**config.mk**
```make
export PLATFORM = sky130hd
export DESIGN_NAME = histo_equalizer_flat
export DESIGN_NICKNAME = d
export VERILOG_FILES = /design/src/rtl/histo_equalizer_if.sv /design/src/rtl/histo_equalizer.sv /design/src/flat_wrapper.sv
export SDC_FILE = /design/constraint.sdc
export NUM_CORES = 2
export LEC_CHECK = 0
export CAP_MARGIN = 25
export CORE_ASPECT_RATIO = 1.2
export CORE_MARGIN = 3
export CORE_UTILIZATION = 43
export DETAILED_ROUTE_END_ITERATION = 10
export DONT_BUFFER_PORTS = 1
export PLACE_DENSITY = 0.56
export SETUP_SLACK_MARGIN = 0.4
export SLEW_MARGIN = 20
export SYNTH_ARGS = -nofsm -noshare
export SYNTH_HDL_FRONTEND = slang
export SYNTH_SLANG_ARGS = --single-unit
```
**constraint.sdc**
```tcl
create_clock -name iPclk -period 9.6 [get_ports iPclk]
set_clock_uncertainty 0.15 [all_clocks]
set_input_delay 1.44 -clock iPclk [delete_from_list [all_inputs] [get_ports iPclk]]
set_output_delay 1.44 -clock iPclk [all_outputs]
set_load 0.1 [all_outputs]
```
**src/rtl/histo_equalizer_if.sv**
```systemverilog
// Pixel stream and cumulative-bin handshake bundle for the histogram equalizer.
// slave = equalizer side, master = driver of pixels and bins.
interface histo_equalizer_if #(
  parameter int CUM_WIDTH = 20
);
  logic                 iFval;
  logic                 iDval;
  logic [7:0]           iGrey;
  logic                 iCum_Valid;
  logic [7:0]           iCum_Bin;
  logic [CUM_WIDTH-1:0] iCum_Data;
  logic                 oCum_Ready;
  logic [7:0]           oGrey_Eq;
  logic                 oDval;
  logic                 oLut_Active;

  modport slave (
    input  iFval, iDval, iGrey, iCum_Valid, iCum_Bin, iCum_Data,
    output oCum_Ready, oGrey_Eq, oDval, oLut_Active
  );

  modport master (
    output iFval, iDval, iGrey, iCum_Valid, iCum_Bin, iCum_Data,
    input  oCum_Ready, oGrey_Eq, oDval, oLut_Active
  );
endinterface

```
**src/rtl/histo_equalizer.sv**
```systemverilog
// Builds a 256-entry equalization LUT from cumulative bin counts with a serial divider,
// double-buffers it, and remaps the pixel stream through the active bank in 2 cycles.
module histo_equalizer #(
  parameter int NUM_PIXELS = 1024,
  parameter int CUM_WIDTH  = 20
) (
  input logic             iPclk,
  input logic             iRST,
  histo_equalizer_if.slave bus
);
  localparam int NW  = CUM_WIDTH + 8;
  localparam int NW1 = NW + 1;
  localparam int CW  = $clog2(NW);
  localparam logic [NW:0]   DIVISOR = NW1'(NUM_PIXELS);
  localparam logic [CW-1:0] LAST    = CW'(NW - 1);

  typedef enum logic [1:0] {S_IDLE, S_DIV, S_WRITE} state_e;

  state_e        state_q, state_d;
  logic [NW-1:0] num_q, num_d;
  logic [NW-1:0] rem_q, rem_d;
  logic [NW-1:0] quo_q, quo_d;
  logic [CW-1:0] cnt_q, cnt_d;
  logic [7:0]    bin_q, bin_d;
  logic          complete_q, complete_d;
  logic          act_sel_q, act_sel_d;
  logic          lut_active_q, lut_active_d;
  logic          fval_q;

  logic          accept, fval_rise, swap, lut_we;
  logic [NW:0]   rem_shift;
  logic [7:0]    lut_wdat;

  logic [7:0]    lut_q [0:511];
  logic [7:0]    lut_rd_q;
  logic          dval1_q, dval2_q;
  logic [7:0]    grey1_q, grey2_q;

  assign bus.oCum_Ready = (state_q == S_IDLE) && !iRST;
  assign accept         = bus.iCum_Valid && bus.oCum_Ready;
  assign fval_rise      = bus.iFval && !fval_q;
  // Swap looks at the pre-accept complete flag, so a same-cycle accept cannot block it.
  assign swap           = fval_rise && complete_q && (state_q == S_IDLE);
  assign rem_shift      = {rem_q, num_q[NW-1]};
  assign lut_wdat       = (|quo_q[NW-1:8]) ? 8'hFF : quo_q[7:0];

  always_comb begin
    state_d      = state_q;
    num_d        = num_q;
    rem_d        = rem_q;
    quo_d        = quo_q;
    cnt_d        = cnt_q;
    bin_d        = bin_q;
    complete_d   = complete_q;
    act_sel_d    = act_sel_q;
    lut_active_d = lut_active_q;
    lut_we       = 1'b0;

    if (swap) begin
      act_sel_d    = !act_sel_q;
      lut_active_d = 1'b1;
      complete_d   = 1'b0;
    end

    unique case (state_q)
      S_IDLE: begin
        if (accept) begin
          num_d   = NW'(bus.iCum_Data) * NW'(255);
          rem_d   = '0;
          quo_d   = '0;
          cnt_d   = '0;
          bin_d   = bus.iCum_Bin;
          state_d = S_DIV;
        end
      end
      S_DIV: begin
        num_d = num_q << 1;
        if (rem_shift >= DIVISOR) begin
          rem_d = NW'(rem_shift - DIVISOR);
          quo_d = {quo_q[NW-2:0], 1'b1};
        end else begin
          rem_d = rem_shift[NW-1:0];
          quo_d = {quo_q[NW-2:0], 1'b0};
        end
        cnt_d = cnt_q + 1'b1;
        if (cnt_q == LAST) state_d = S_WRITE;
      end
      S_WRITE: begin
        lut_we = 1'b1;
        if (bin_q == 8'hFF) complete_d = 1'b1;
        state_d = S_IDLE;
      end
      default: state_d = S_IDLE;
    endcase
  end

  always_ff @(posedge iPclk) begin
    if (iRST) begin
      state_q      <= S_IDLE;
      num_q        <= '0;
      rem_q        <= '0;
      quo_q        <= '0;
      cnt_q        <= '0;
      bin_q        <= '0;
      complete_q   <= 1'b0;
      act_sel_q    <= 1'b0;
      lut_active_q <= 1'b0;
      fval_q       <= 1'b0;
    end else begin
      state_q      <= state_d;
      num_q        <= num_d;
      rem_q        <= rem_d;
      quo_q        <= quo_d;
      cnt_q        <= cnt_d;
      bin_q        <= bin_d;
      complete_q   <= complete_d;
      act_sel_q    <= act_sel_d;
      lut_active_q <= lut_active_d;
      fval_q       <= bus.iFval;
    end
  end

  // LUT storage has no reset; passthrough hides stale contents until the first swap.
  always_ff @(posedge iPclk) begin
    if (lut_we) lut_q[{~act_sel_q, bin_q}] <= lut_wdat;
    lut_rd_q <= lut_q[{act_sel_q, bus.iGrey}];
  end

  always_ff @(posedge iPclk) begin
    if (iRST) begin
      dval1_q <= 1'b0;
      grey1_q <= '0;
      dval2_q <= 1'b0;
      grey2_q <= '0;
    end else begin
      dval1_q <= bus.iDval;
      grey1_q <= bus.iGrey;
      dval2_q <= dval1_q;
      grey2_q <= lut_active_q ? lut_rd_q : grey1_q;
    end
  end

  assign bus.oGrey_Eq    = grey2_q;
  assign bus.oDval       = dval2_q;
  assign bus.oLut_Active = lut_active_q;
endmodule

```
**src/flat_wrapper.sv**
```systemverilog
// flat-port wrapper written by rule: the top's interface ports become plain ports
module histo_equalizer_flat 
#(
  parameter int NUM_PIXELS = 1024,
  parameter int CUM_WIDTH  = 20
)
  (iPclk, iRST, bus_iFval, bus_iDval, bus_iGrey, bus_iCum_Valid, bus_iCum_Bin, bus_iCum_Data, bus_oCum_Ready, bus_oGrey_Eq, bus_oDval, bus_oLut_Active);
  histo_equalizer_if #(.CUM_WIDTH(CUM_WIDTH)) bus_i ();
  input logic iPclk;
  input logic iRST;
  input wire logic [$bits(bus_i.iFval)-1:0] bus_iFval;
  input wire logic [$bits(bus_i.iDval)-1:0] bus_iDval;
  input wire logic [$bits(bus_i.iGrey)-1:0] bus_iGrey;
  input wire logic [$bits(bus_i.iCum_Valid)-1:0] bus_iCum_Valid;
  input wire logic [$bits(bus_i.iCum_Bin)-1:0] bus_iCum_Bin;
  input wire logic [$bits(bus_i.iCum_Data)-1:0] bus_iCum_Data;
  output wire logic [$bits(bus_i.oCum_Ready)-1:0] bus_oCum_Ready;
  output wire logic [$bits(bus_i.oGrey_Eq)-1:0] bus_oGrey_Eq;
  output wire logic [$bits(bus_i.oDval)-1:0] bus_oDval;
  output wire logic [$bits(bus_i.oLut_Active)-1:0] bus_oLut_Active;
  assign bus_i.iFval = bus_iFval;
  assign bus_i.iDval = bus_iDval;
  assign bus_i.iGrey = bus_iGrey;
  assign bus_i.iCum_Valid = bus_iCum_Valid;
  assign bus_i.iCum_Bin = bus_iCum_Bin;
  assign bus_i.iCum_Data = bus_iCum_Data;
  assign bus_oCum_Ready = bus_i.oCum_Ready;
  assign bus_oGrey_Eq = bus_i.oGrey_Eq;
  assign bus_oDval = bus_i.oDval;
  assign bus_oLut_Active = bus_i.oLut_Active;
  histo_equalizer #(.NUM_PIXELS(NUM_PIXELS), .CUM_WIDTH(CUM_WIDTH)) u_core (.iPclk(iPclk), .iRST(iRST), .bus(bus_i));
endmodule
```
==> results.json <==
{
  "ys_seq_area_frac": 0.755,
  "cts_buffer_depth": 4,
  "synth_cell_type_count": 64,
  "postRouteAntennaNets": 0,
  "cts.clk_slew.worst_paths_ps": 60,
  "synth_area_per_cell_um2": 20.3,
  "grt_max_degree": 213,
  "holdWs_ps": 294,
  "yosys-top-cells-count": "edfxtp_1 (4096), mux4_2 (1025), nor2_1 (770)",
  "final_max_slew_viol_count": 0,
  "cp.required_ps": 10260,
  "hold_start": "u_core.bus.oLut_Active",
  "synth_cells": 8192,
  "synth_top_area_frac": 0.740,
  "synth.largest_area_cell": "edfxtp_1",
  "p_total_mw": 40.6,
  "setup_viol_count_final": 0,
  "tightest_slew_ps": 1150,
  "whs_path_depth": 2,
  "worstSetupEndpointType": "flop",
  "cts-htree-levels": 5,
  "fmax_mhz": 165,
  "reg2reg_from": "u_core.state_q[1]",
  "relSlewSlack": 0.232,
  "antenna_found_initial": 13,
  "tns_ps": 0,
  "reg2reg_to": "u_core.lut_q[30][1]",
  "synth_ff_type": "edfxtp_1",
  "fill_cells": 31200,
  "port_buffers": 0,
  "multiInputGateArea_um2": 38300,
  "register_area_um2": 126000,
  "synth.top_cells.by_area": "edfxtp_1 (74%), mux4_2 (14%), nor2_1 (1.7%)",
  "rsz0062_at_grt": "no",
  "dieWidth_um": 574,
  "cp_max_fo": 109,
  "row_count": 249,
  "synth_fp_nets": 8374,
  "ys_ff_latch": 4225,
  "drive_gt1_frac": 0.216,
  "yosys_warnings": 0,
  "hold_class": "reg2reg",
  "rrSetupSlack_ps": 5400,
  "synth-edff-count": 4096,
  "fin_ws_ps": 3540,
  "via_count": 79700,
  "cts.sinks": 4225,
  "grt_pass1_vias": 83200,
  "power.density_nw_per_um2": 217,
  "synth-async-reset-ratio": 0,
  "crit_type": "in2reg",
  "ir_worst_vdd_mv": 0.148,
  "dp_hpwl_mm": 241,
  "finalHoldViolCount": 0,
  "drt_iter0_markers": 8185,
  "outcome": "finished, final reports clean",
  "vias_per_cell": 5.79,
  "grt_pass1_wl_mm": 600,
  "setup.worst_path.start_class": "input pin",
  "core-area_um2": 384000,
  "p_leak_nw": 56.9,
  "routed_wl_mm": 413,
  "cts_tree": "built",
  "ctsHoldBuffers": 0,
  "maxCapViolCount": 0,
  "die_h_um": 687,
  "reg2regPathDepth": 6,
  "track_usage": 0.207,
  "root_buffer": "clkbuf_16",
  "drc": 0,
  "syn_to_final_growth_pct": 12.3,
  "cts_setup_buffers": 0,
  "gp_congestion": 0.784,
  "worstSkewPairLatency_ps": 970,
  "hold_end": "u_core.bus.oLut_Active",
  "arrival_ps": 6710,
  "netlist_area_um2": 166000,
  "min_period_ps": 6060,
  "place_ws_ps": 2330,
  "ctsResizeCount": 0,
  "ios": 52,
  "die_area_um2": 394000,
  "fin_crit_sh": 0.631,
  "wire_per_inst_um": 30.0,
  "numCtsBuffers": 415,
  "start_util": 0.433,
  "finalNetCount": 8432,
  "post-synth-top-count-cell": "edfxtp_1",
  "first_pass_iters": 5,
  "grt_overflow": 0
}
-- layer usage --
metal,routed length (µm),global-route usage,vias up
li1,-,-,33600
met1,167000,0.277,43000
met2,210000,0.354,2504
met3,22800,0.0300,559
met4,12600,0.0611,4
met5,28,0,-
-- power breakdown --
part           switching, mW  internal [mW]  total (mW)  leakage, nW
logic                   2.05           1.33        3.38         12.6
clock network           7.10           9.73        16.8         6.88
registers             0.0852           20.3        20.4         37.4
total                   9.23           31.3        40.6         56.9
-- per-stage QoR --
| stage | instances | cell area (µm²) | utilization |
|---|---|---|---|
| after floorplan | 8192 | 166000 | - |
| after global placement | 12900 | 172000 | 0.447 |
| after detailed placement | 13000 | 172000 | 0.448 |
| after CTS | 13700 | 186000 | 0.485 |
| after global routing | 13800 | 187000 | 0.486 |
| final | 13800 | 187000 | 0.486 |
-- worst max-delay path by stage --
stage	startpoint	end	slack, ps	cells past startpoint
floorplan	u_core.quo_q[10]	u_core.lut_q[0][0]	1300	3
global placement	bus_iGrey[0]	u_core.lut_rd_q[2]	2040	13
detailed placement	bus_iGrey[0]	u_core.lut_rd_q[2]	2330	14
CTS	bus_iGrey[0]	u_core.lut_rd_q[2]	3400	14
global route	bus_iGrey[0]	u_core.lut_rd_q[2]	3060	14
finish	bus_iGrey[0]	u_core.lut_rd_q[6]	3540	13
-- sequential cells by signal, indices dropped and copies added, names as in the netlist --
| register | count |
|---|---|
| u_core.bus.oDval | 1 |
| u_core.grey1_q | 8 |
| u_core.bus.oLut_Active | 1 |
| u_core.dval1_q | 1 |
| u_core.bus.oGrey_Eq | 8 |
| u_core.fval_q | 1 |
| u_core.rem_q | 28 |
| u_core.complete_q | 1 |
| u_core.cnt_q | 5 |
| u_core.quo_q | 28 |
| u_core.bin_q | 8 |
| u_core.lut_q | 4096 |
| u_core.state_q | 2 |
| u_core.act_sel_q | 1 |
| u_core.lut_rd_q | 8 |
| u_core.num_q | 28 |
-- worst max-delay path, cell delays in order --
cell     delay (ps)
buf_16          430
buf_16          450
buf_16          520
buf_16          180
buf_16          570
buf_16          490
mux4_2          570
nor2_1          110
a21oi_1          50
o21ai_0         480
nand4_1         270
o22ai_1         460
nor3_1          100
-- cells by family after synthesis --
group           after synthesis  synth area share
flops                      4225             0.755
mux                        1318             0.157
simple gates               1245            0.0317
compound gates              647            0.0238
buf+inv                     579            0.0156
fa+ha+maj                   141            0.0147
xor+xnor                     37           0.00195
-- layout make-up --
cell class              instances  area share
diodes                         12    0.000161
clock buffers                 492      0.0579
clock inverters               286      0.0177
inverters                      89     0.00184
multi-input cells            3388       0.205
flip-flops and latches       4225       0.673
well taps                    5145      0.0345
repair buffers                131     0.00961
-- cell usage in the layout, fill, tap and decap left out, drive strengths merged, types with 15 or more instances in the layout --
master / count
edfxtp: 4096
mux4: 1025
nor2: 770
clkbuf: 492
mux2i: 260
o21ai: 210
nand2: 200
clkinv: 197
a21oi: 153
buf: 131
dfxtp: 129
nand3: 113
o22ai: 112
inv: 105
fa: 90
bufinv: 61
ha: 51
a22o: 50
a211oi: 41
nand4: 34
mux2: 33
o221ai: 33
nor3: 22
xnor2: 21
nor2b: 19
xor2: 16
nor4: 15
Power figures use the tool's default switching activity.
